`src/rtl/ramb16_s4_s36_fifo_pkg.sv`:
```
// rtl/ramb16_s4_s36_fifo_pkg.sv - shared constants, pointer types and helpers for the nibble-in/word-out FIFO
package ramb16_s4_s36_fifo_pkg;

  localparam int NIB_PER_WORD = 8;
  localparam int DEPTH_WORDS  = 512;
  localparam int ADDRA_W      = 12;
  localparam int ADDRB_W      = 9;
  localparam int LEVEL_W      = 10;

  // Nibble pointer carries one extra wrap bit above the port A address
  localparam int WP_W      = ADDRA_W + 1;
  localparam int NIB_SHIFT = $clog2(NIB_PER_WORD);

  typedef logic [WP_W-1:0]    nib_ptr_t;
  typedef logic [LEVEL_W-1:0] word_ptr_t;

  // Committed-word pointer: drops the nibble-within-word bits
  function automatic word_ptr_t word_of(input nib_ptr_t p);
    return p[WP_W-1:NIB_SHIFT];
  endfunction

  // Occupancy between two word pointers, modulo 1024
  function automatic word_ptr_t ptr_diff(input word_ptr_t a, input word_ptr_t b);
    return a - b;
  endfunction

endpackage

```
`src/rtl/ramb16_s4_s36_fifo_rdq.sv`:
```
// rtl/ramb16_s4_s36_fifo_rdq.sv - two-entry registered output queue (head plus skid) for RAM read words
module ramb16_s4_s36_fifo_rdq (
  input  logic        clk_i,
  input  logic        rst_n_i,
  input  logic        flush_i,
  input  logic        push_i,
  input  logic [31:0] push_data_i,
  input  logic        pop_i,
  output logic        valid_o,
  output logic [31:0] data_o,
  output logic [1:0]  count_o
);

  logic [31:0] head_q, head_d;
  logic [31:0] skid_q, skid_d;
  logic [1:0]  cnt_q, cnt_d;

  // Head always holds the oldest word so the output is straight from a flop
  always_comb begin
    head_d = head_q;
    skid_d = skid_q;
    cnt_d  = cnt_q;
    if (flush_i) begin
      head_d = '0;
      skid_d = '0;
      cnt_d  = '0;
    end else begin
      unique case ({push_i, pop_i})
        2'b10: begin
          if (cnt_q == 2'd0) begin
            head_d = push_data_i;
          end else begin
            skid_d = push_data_i;
          end
          cnt_d = cnt_q + 2'd1;
        end
        2'b01: begin
          head_d = skid_q;
          cnt_d  = cnt_q - 2'd1;
        end
        2'b11: begin
          if (cnt_q == 2'd1) begin
            head_d = push_data_i;
          end else begin
            head_d = skid_q;
            skid_d = push_data_i;
          end
        end
        default: begin
        end
      endcase
    end
  end

  // Queue state registers
  always_ff @(posedge clk_i or negedge rst_n_i) begin
    if (!rst_n_i) begin
      head_q <= '0;
      skid_q <= '0;
      cnt_q  <= '0;
    end else begin
      head_q <= head_d;
      skid_q <= skid_d;
      cnt_q  <= cnt_d;
    end
  end

  assign valid_o = (cnt_q != 2'd0);
  assign data_o  = head_q;
  assign count_o = cnt_q;

endmodule

```
`src/rtl/ramb16_s4_s36_fifo_ctrl.sv`:
```
// rtl/ramb16_s4_s36_fifo_ctrl.sv - FIFO controller driving a RAMB16_S4_S36: nibbles in on port A, words out on port B
module ramb16_s4_s36_fifo_ctrl
  import ramb16_s4_s36_fifo_pkg::*;
#(
  parameter int AFULL_WORDS = 480
) (
  input  logic               clk_i,
  input  logic               rst_n_i,
  input  logic               flush_i,
  input  logic               wr_valid_i,
  output logic               wr_ready_o,
  input  logic [3:0]         wr_data_i,
  output logic               rd_valid_o,
  input  logic               rd_ready_i,
  output logic [31:0]        rd_data_o,
  output logic [LEVEL_W-1:0] level_o,
  output logic               full_o,
  output logic               empty_o,
  output logic               afull_o,
  output logic [ADDRA_W-1:0] ram_addra_o,
  output logic [3:0]         ram_dia_o,
  output logic               ram_ena_o,
  output logic               ram_wea_o,
  output logic [ADDRB_W-1:0] ram_addrb_o,
  output logic               ram_enb_o,
  input  logic [31:0]        ram_dob_i
);

  nib_ptr_t  wp_q, wp_d;
  word_ptr_t pp_q, pp_d;
  word_ptr_t ip_q, ip_d;
  word_ptr_t ww_q, ww_d;
  word_ptr_t level_q, level_d;
  logic      full_q, full_d;
  logic      afull_q, afull_d;
  logic      empty_q, empty_d;
  logic      inflight_q, inflight_d;

  logic        wr_fire;
  logic        pop;
  logic        issue;
  logic        capture;
  logic [1:0]  q_count;
  logic [2:0]  q_busy;
  logic        q_valid;
  logic [31:0] q_data;

  // Port A: every accepted nibble goes straight into the RAM at the write pointer
  always_comb begin
    wr_ready_o  = !full_q && !flush_i;
    wr_fire     = wr_valid_i && wr_ready_o;
    ram_ena_o   = wr_fire;
    ram_wea_o   = wr_fire;
    ram_addra_o = wp_q[ADDRA_W-1:0];
    ram_dia_o   = wr_data_i;
  end

  // Port B: issue a read when a committed word is unread and the queue has room,
  // counting a same-cycle pop as freed space so the output can stream every cycle
  always_comb begin
    ww_q        = word_of(wp_q);
    pop         = q_valid && rd_ready_i && !flush_i;
    q_busy      = {1'b0, q_count} + {2'b00, inflight_q} - {2'b00, pop};
    issue       = !flush_i && (ip_q != ww_q) && (q_busy < 3'd2);
    capture     = inflight_q && !flush_i;
    ram_enb_o   = issue;
    ram_addrb_o = ip_q[ADDRB_W-1:0];
  end

  // Pointer and status next-state; flags derive from the next level so they stay in step with it
  always_comb begin
    if (flush_i) begin
      wp_d       = '0;
      pp_d       = '0;
      ip_d       = '0;
      inflight_d = 1'b0;
    end else begin
      wp_d       = wp_q + nib_ptr_t'(wr_fire);
      pp_d       = pp_q + word_ptr_t'(pop);
      ip_d       = ip_q + word_ptr_t'(issue);
      inflight_d = issue;
    end
    ww_d    = word_of(wp_d);
    level_d = ptr_diff(ww_d, pp_d);
    full_d  = (level_d == word_ptr_t'(DEPTH_WORDS));
    afull_d = (level_d >= word_ptr_t'(AFULL_WORDS));
    empty_d = (level_d == '0);
  end

  // Pointer, in-flight and status registers
  always_ff @(posedge clk_i or negedge rst_n_i) begin
    if (!rst_n_i) begin
      wp_q       <= '0;
      pp_q       <= '0;
      ip_q       <= '0;
      inflight_q <= 1'b0;
      level_q    <= '0;
      full_q     <= 1'b0;
      afull_q    <= 1'b0;
      empty_q    <= 1'b1;
    end else begin
      wp_q       <= wp_d;
      pp_q       <= pp_d;
      ip_q       <= ip_d;
      inflight_q <= inflight_d;
      level_q    <= level_d;
      full_q     <= full_d;
      afull_q    <= afull_d;
      empty_q    <= empty_d;
    end
  end

  ramb16_s4_s36_fifo_rdq u_rdq (
    .clk_i       (clk_i),
    .rst_n_i     (rst_n_i),
    .flush_i     (flush_i),
    .push_i      (capture),
    .push_data_i (ram_dob_i),
    .pop_i       (pop),
    .valid_o     (q_valid),
    .data_o      (q_data),
    .count_o     (q_count)
  );

  assign rd_valid_o = q_valid;
  assign rd_data_o  = q_data;
  assign level_o    = level_q;
  assign full_o     = full_q;
  assign afull_o    = afull_q;
  assign empty_o    = empty_q;

endmodule

```
`config.mk`:
```
export PLATFORM = sky130hd
export DESIGN_NAME = ramb16_s4_s36_fifo_ctrl
export DESIGN_NICKNAME = d
export VERILOG_FILES = /design/src/rtl/ramb16_s4_s36_fifo_pkg.sv /design/src/rtl/ramb16_s4_s36_fifo_rdq.sv /design/src/rtl/ramb16_s4_s36_fifo_ctrl.sv
export SDC_FILE = /design/constraint.sdc
export NUM_CORES = 1
export LEC_CHECK = 0
export CAP_MARGIN = 40
export CORE_ASPECT_RATIO = 0.8
export CORE_MARGIN = 2
export CORE_UTILIZATION = 35
export DETAILED_ROUTE_END_ITERATION = 10
export PLACE_DENSITY = 0.66
export SYNTH_ARGS = -nofsm -noshare
export SYNTH_HDL_FRONTEND = slang
export SYNTH_SLANG_ARGS = --single-unit
```
`constraint.sdc`:
```
create_clock -name clk_i -period 3.75 [get_ports clk_i]
set_input_delay 0.75 -clock clk_i [delete_from_list [all_inputs] [get_ports clk_i]]
set_output_delay 0.75 -clock clk_i [all_outputs]
set_load 0.01 [all_outputs]
```
==> summary.txt <==
Status
  • Outcome: completed

Critical path
  • Data required, critical path: 4.06 ns
  • Largest driver fanout on the critical path: 4
  • Cell type of the slowest stage on the worst timing path: sky130_fd_sc_hd__xor3_2
  • CP Data Arrival Time: 3.98 ns
  • Start of the worst register-to-register path: u_rdq.count_o[1]
  • Classification of the worst setup path: in2reg
  • Highest cell delay on the worst timing path: 0.51 ns
  • Startpoint of the most critical setup path: wr_valid_i
  • Kind of end point of the critical path: flop
  • Ordered cell list for the critical path: clkdlybuf4s50_1 -> and2_4 -> ha_4 -> and4_1 -> nand2_1 -> or3_4 -> a21oi_4 -> ha_4 -> a21oi_4 -> o21ai_1 -> a21o_1 -> a31oi_2 -> xor3_2 -> a41o_2
  • Number of cells on the worst reg-to-reg path: 17
  • Critical path launch point type: primary input

Logic synthesis
  • Sequential-to-total area share from yosys stat: 0.505
  • Proportion of netlist area held by the largest area contributor: 0.500
  • Syn Inst Count: 577
  • Total of flip-flops plus latches after synthesis: 113
  • Proportion of synthesized flip-flops having asynchronous set or reset: 1.00
  • Predominant post-synthesis flop cell: sky130_fd_sc_hd__dfrtp_1
  • Synth area leaders: sky130_fd_sc_hd__dfrtp_1 (50%), sky130_fd_sc_hd__nand2_1 (7.0%), sky130_fd_sc_hd__ha_1 (4.9%), sky130_fd_sc_hd__a22oi_1 (4.4%), sky130_fd_sc_hd__xor2_1 (4.1%)
  • Count of cell types in the netlist: 43
  • Largest area contributor in the netlist: sky130_fd_sc_hd__dfrtp_1
  • Mapped cell area: 5610 µm²
  • Avg Synthesized Cell Area: 9.71 µm²
  • Warnings from Yosys: 0
  • Count of flip-flops with a built-in enable after synthesis: 0
  • Number of nets in the synthesized netlist: 642

Place
  • Total instance count after detailed placement: 882
  • DP Wirelength: 9700 µm
  • Pre-CTS WS: -0.358 ns
  • Number of I/O port buffers: 107
  • Area after detailed placement: 7030 µm²
  • Weighted congestion reported at the end of routability-driven placement: 0.843

Pwr
  • PnR Total Power: 2.91 mW
  • Net Switching: 0.643 mW
  • Leakage dissipation: 3.51 nW
  • Flop pwr share: 0.420
  • Internal power: 2.27 mW
  • Maximum ir drop on the vdd rail: 286 µV
  • Power per Cell Area: 377 nW/µm²
  • Share of power burned in the clock network: 0.537
  • Proportion of power drawn by combinational gates: 0.043
  • Sw Share: 0.221

STA
  • Tcrit/Tclk final: 0.980
  • Final period demand of the worst path: 3.68 ns
  • Worst Clk Skew: 0.00562 ns
  • Count of final setup violators: 0
  • Least-Margin Pin Slew: 0.546 ns
  • Final Max Tran Viols: 0
  • Post-route worst hold slack: 0.264 ns
  • Worst slew margin relative to its limit: 0.633
  • Final WS setup: 0.0746 ns
  • Unrepaired setup endpoints after global routing: yes
  • Final total negative setup slack: 0 ns
  • Final Hold Vio Count: 0
  • Fmax: 272 MHz

Cells and area
  • Post-layout instance area: 7730 µm²
  • Area of the multi-input gates: 2580 µm²
  • Share of layout cells above drive strength 1: 0.174
  • Number of antenna diodes: 0
  • Area occupied by registers: 2830 µm²
  • Final core utilization: 0.492
  • Layout overhead on the synthesized area: 37.9%
  • Layout Nets: 755
  • Final cell count without fillers: 918
  • Total of fill cells in the finished design: 1446

Drt
  • Via count: 4395
  • Total DRC errors in the routed layout: 0
  • Detailed-route wire length per cell: 15.1 µm
  • First-pass DRT Iterations: 4
  • Count of routing violations after the opening detailed-route iteration: 243
  • Post-DRT Antenna Nets: 0
  • Final wirelength: 13800 µm
  • Avg Vias per Cell: 4.79

Clocking
  • Clock tree from TritonCTS: yes
  • Root Buffer: sky130_fd_sc_hd__clkbuf_16
  • Buffer depth of the longest clock path: 2
  • Sinks on Clock Net: 113
  • Clock transition time at the flip-flop clock pins of the worst setup and hold paths: 0.05 ns
  • CTS Hold Buffers Added: 0
  • Inserted Clock Buffers: 17
  • Source-to-sink clock delay at the later pin of the worst-skew pair: 0.41 ns
  • Level count of the clock H-tree: 4

Min path
  • Path category of the worst min-delay check: in2async

Floorplanning
  • Rows: 41
  • Height of the chip: 117 µm
  • Die X: 145 µm
  • Starting density of the core: 0.357
  • Core Area: 15700 µm²
  • Top-level I/O count: 116
  • DIE AREA: 17100 µm²

Run
  • Max-cap viol count: 0

Global route
  • GRT Residual Overflow: 0
  • Wire length of the first global-routing pass: 22500 µm
  • Antenna violations before repair: 0
  • Maximum number of pins on one net before global-route repair: 56
  • Aggregate global-route resource usage: 0.168
  • Number of global-route vias before repair: 4419
[power by group through the flow]
| stage | clock network (mW) | logic, mW | registers, mW |
|---|---|---|---|
| 3_3_place_gp | 0 | 0.121 | 1.24 |
| 4_1_cts | 1.60 | 0.127 | 1.22 |
| 2_1_floorplan | 0 | 0.0450 | 1.24 |
| 6_report | 1.56 | 0.124 | 1.22 |
| 3_5_place_dp | 0 | 0.126 | 1.24 |
| 5_1_grt | 1.66 | 0.138 | 1.22 |
[registers in the layout, summed over array words and instances, names as in the netlist, 2 cells and up]
register and count:
u_rdq.skid_q 32, wp_q 13, ip_q 10, u_rdq.data_o 32
u_rdq.count_o 2, level_o 10, pp_q 10
[synthesized netlist by cell type (16+ instances only)]
cell type / number
sky130_fd_sc_hd__buf_4: 26
sky130_fd_sc_hd__clkbuf_1: 24
sky130_fd_sc_hd__dfrtp_1: 112
sky130_fd_sc_hd__a22oi_1: 33
sky130_fd_sc_hd__xnor2_1: 19
sky130_fd_sc_hd__o21ai_0: 37
sky130_fd_sc_hd__a21oi_1: 38
sky130_fd_sc_hd__nor2_1: 24
sky130_fd_sc_hd__inv_1: 23
sky130_fd_sc_hd__xor2_1: 26
sky130_fd_sc_hd__nand2_1: 105
sky130_fd_sc_hd__nand3_1: 16
sky130_fd_sc_hd__ha_1: 22
[cell families (layout without fill, tap and decap cells)]
family	Yosys count	after routing	share of synthesized area
DFF	113	113	0.505
adders and majority gates	24	24	0.0562
xor gates and xnor gates	46	46	0.0748
buffers and inverters	77	203	0.0692
and+or+nand+nor	197	197	0.167
AOI/OAI and AO/OA	120	120	0.129
[critical path: cells and delay by family]
family / cells / cell delay, ns
AOI/OAI and AO/OA: 6 / 1.00
and+or+nand+nor: 4 / 0.89
xor gates and xnor gates: 1 / 0.51
buffers and inverters: 1 / 0.45
adders and majority gates: 2 / 0.39
[layer usage]
| metal | vias to the layer above | wire length (µm) | GRT usage |
|---|---|---|---|
| met5 | - | 0 | 0 |
| met2 | 82 | 6730 | 0.271 |
| met1 | 2146 | 6410 | 0.222 |
| met3 | 12 | 527 | 0.0415 |
| met4 | 0 | 148 | 0.0647 |
| li1 | 2155 | - | - |
[area by class of cell]
type / instances / share of cell area
Clock inverter: 14 / 0.0183
Multi-Input combinational cell: 387 / 0.333
Inverter: 23 / 0.0112
Tap cell: 215 / 0.0348
Clock buffer: 18 / 0.0568
Sequential cell: 113 / 0.366
Timing Repair Buffer: 148 / 0.179
[path summary, 6_finish.rpt]
check	to	slack, ns
setup / recovery	afull_o	0.07
hold / removal	level_o[5]	0.26
setup reg to reg	afull_o	0.20
hold reg to reg	u_rdq.data_o[5]	0.48
max in group asynchronous	u_rdq.data_o[8]	2.56
min in group clk_i	u_rdq.data_o[5]	0.48
[layout by cell type (no fill, tap or decap), types with 4 or more instances in the layout]
| cell type | count |
|---|---|
| sky130_fd_sc_hd__a21oi_1 | 34 |
| sky130_fd_sc_hd__a22oi_1 | 33 |
| sky130_fd_sc_hd__and3_1 | 8 |
| sky130_fd_sc_hd__buf_4 | 41 |
| sky130_fd_sc_hd__clkbuf_16 | 17 |
| sky130_fd_sc_hd__clkdlybuf4s50_1 | 104 |
| sky130_fd_sc_hd__clkinv_2 | 5 |
| sky130_fd_sc_hd__clkinvlp_4 | 4 |
| sky130_fd_sc_hd__dfrtp_1 | 112 |
| sky130_fd_sc_hd__ha_1 | 14 |
| sky130_fd_sc_hd__ha_4 | 7 |
| sky130_fd_sc_hd__inv_1 | 20 |
| sky130_fd_sc_hd__nand2_1 | 105 |
| sky130_fd_sc_hd__nand2b_1 | 5 |
| sky130_fd_sc_hd__nand3_1 | 16 |
| sky130_fd_sc_hd__nand4_1 | 6 |
| sky130_fd_sc_hd__nor2_1 | 21 |
| sky130_fd_sc_hd__nor2b_1 | 7 |
| sky130_fd_sc_hd__o21ai_0 | 34 |
| sky130_fd_sc_hd__or2_2 | 5 |
| sky130_fd_sc_hd__xnor2_1 | 19 |
| sky130_fd_sc_hd__xor2_1 | 26 |
[timing repair]
action,4_1_cts,5_1_grt
gates resized for setup,3,21
buffers inserted,1,3
endpoints found under the setup margin,2,4
pin swaps,0,6
No activity file was read; power rests on OpenSTA's default activity.
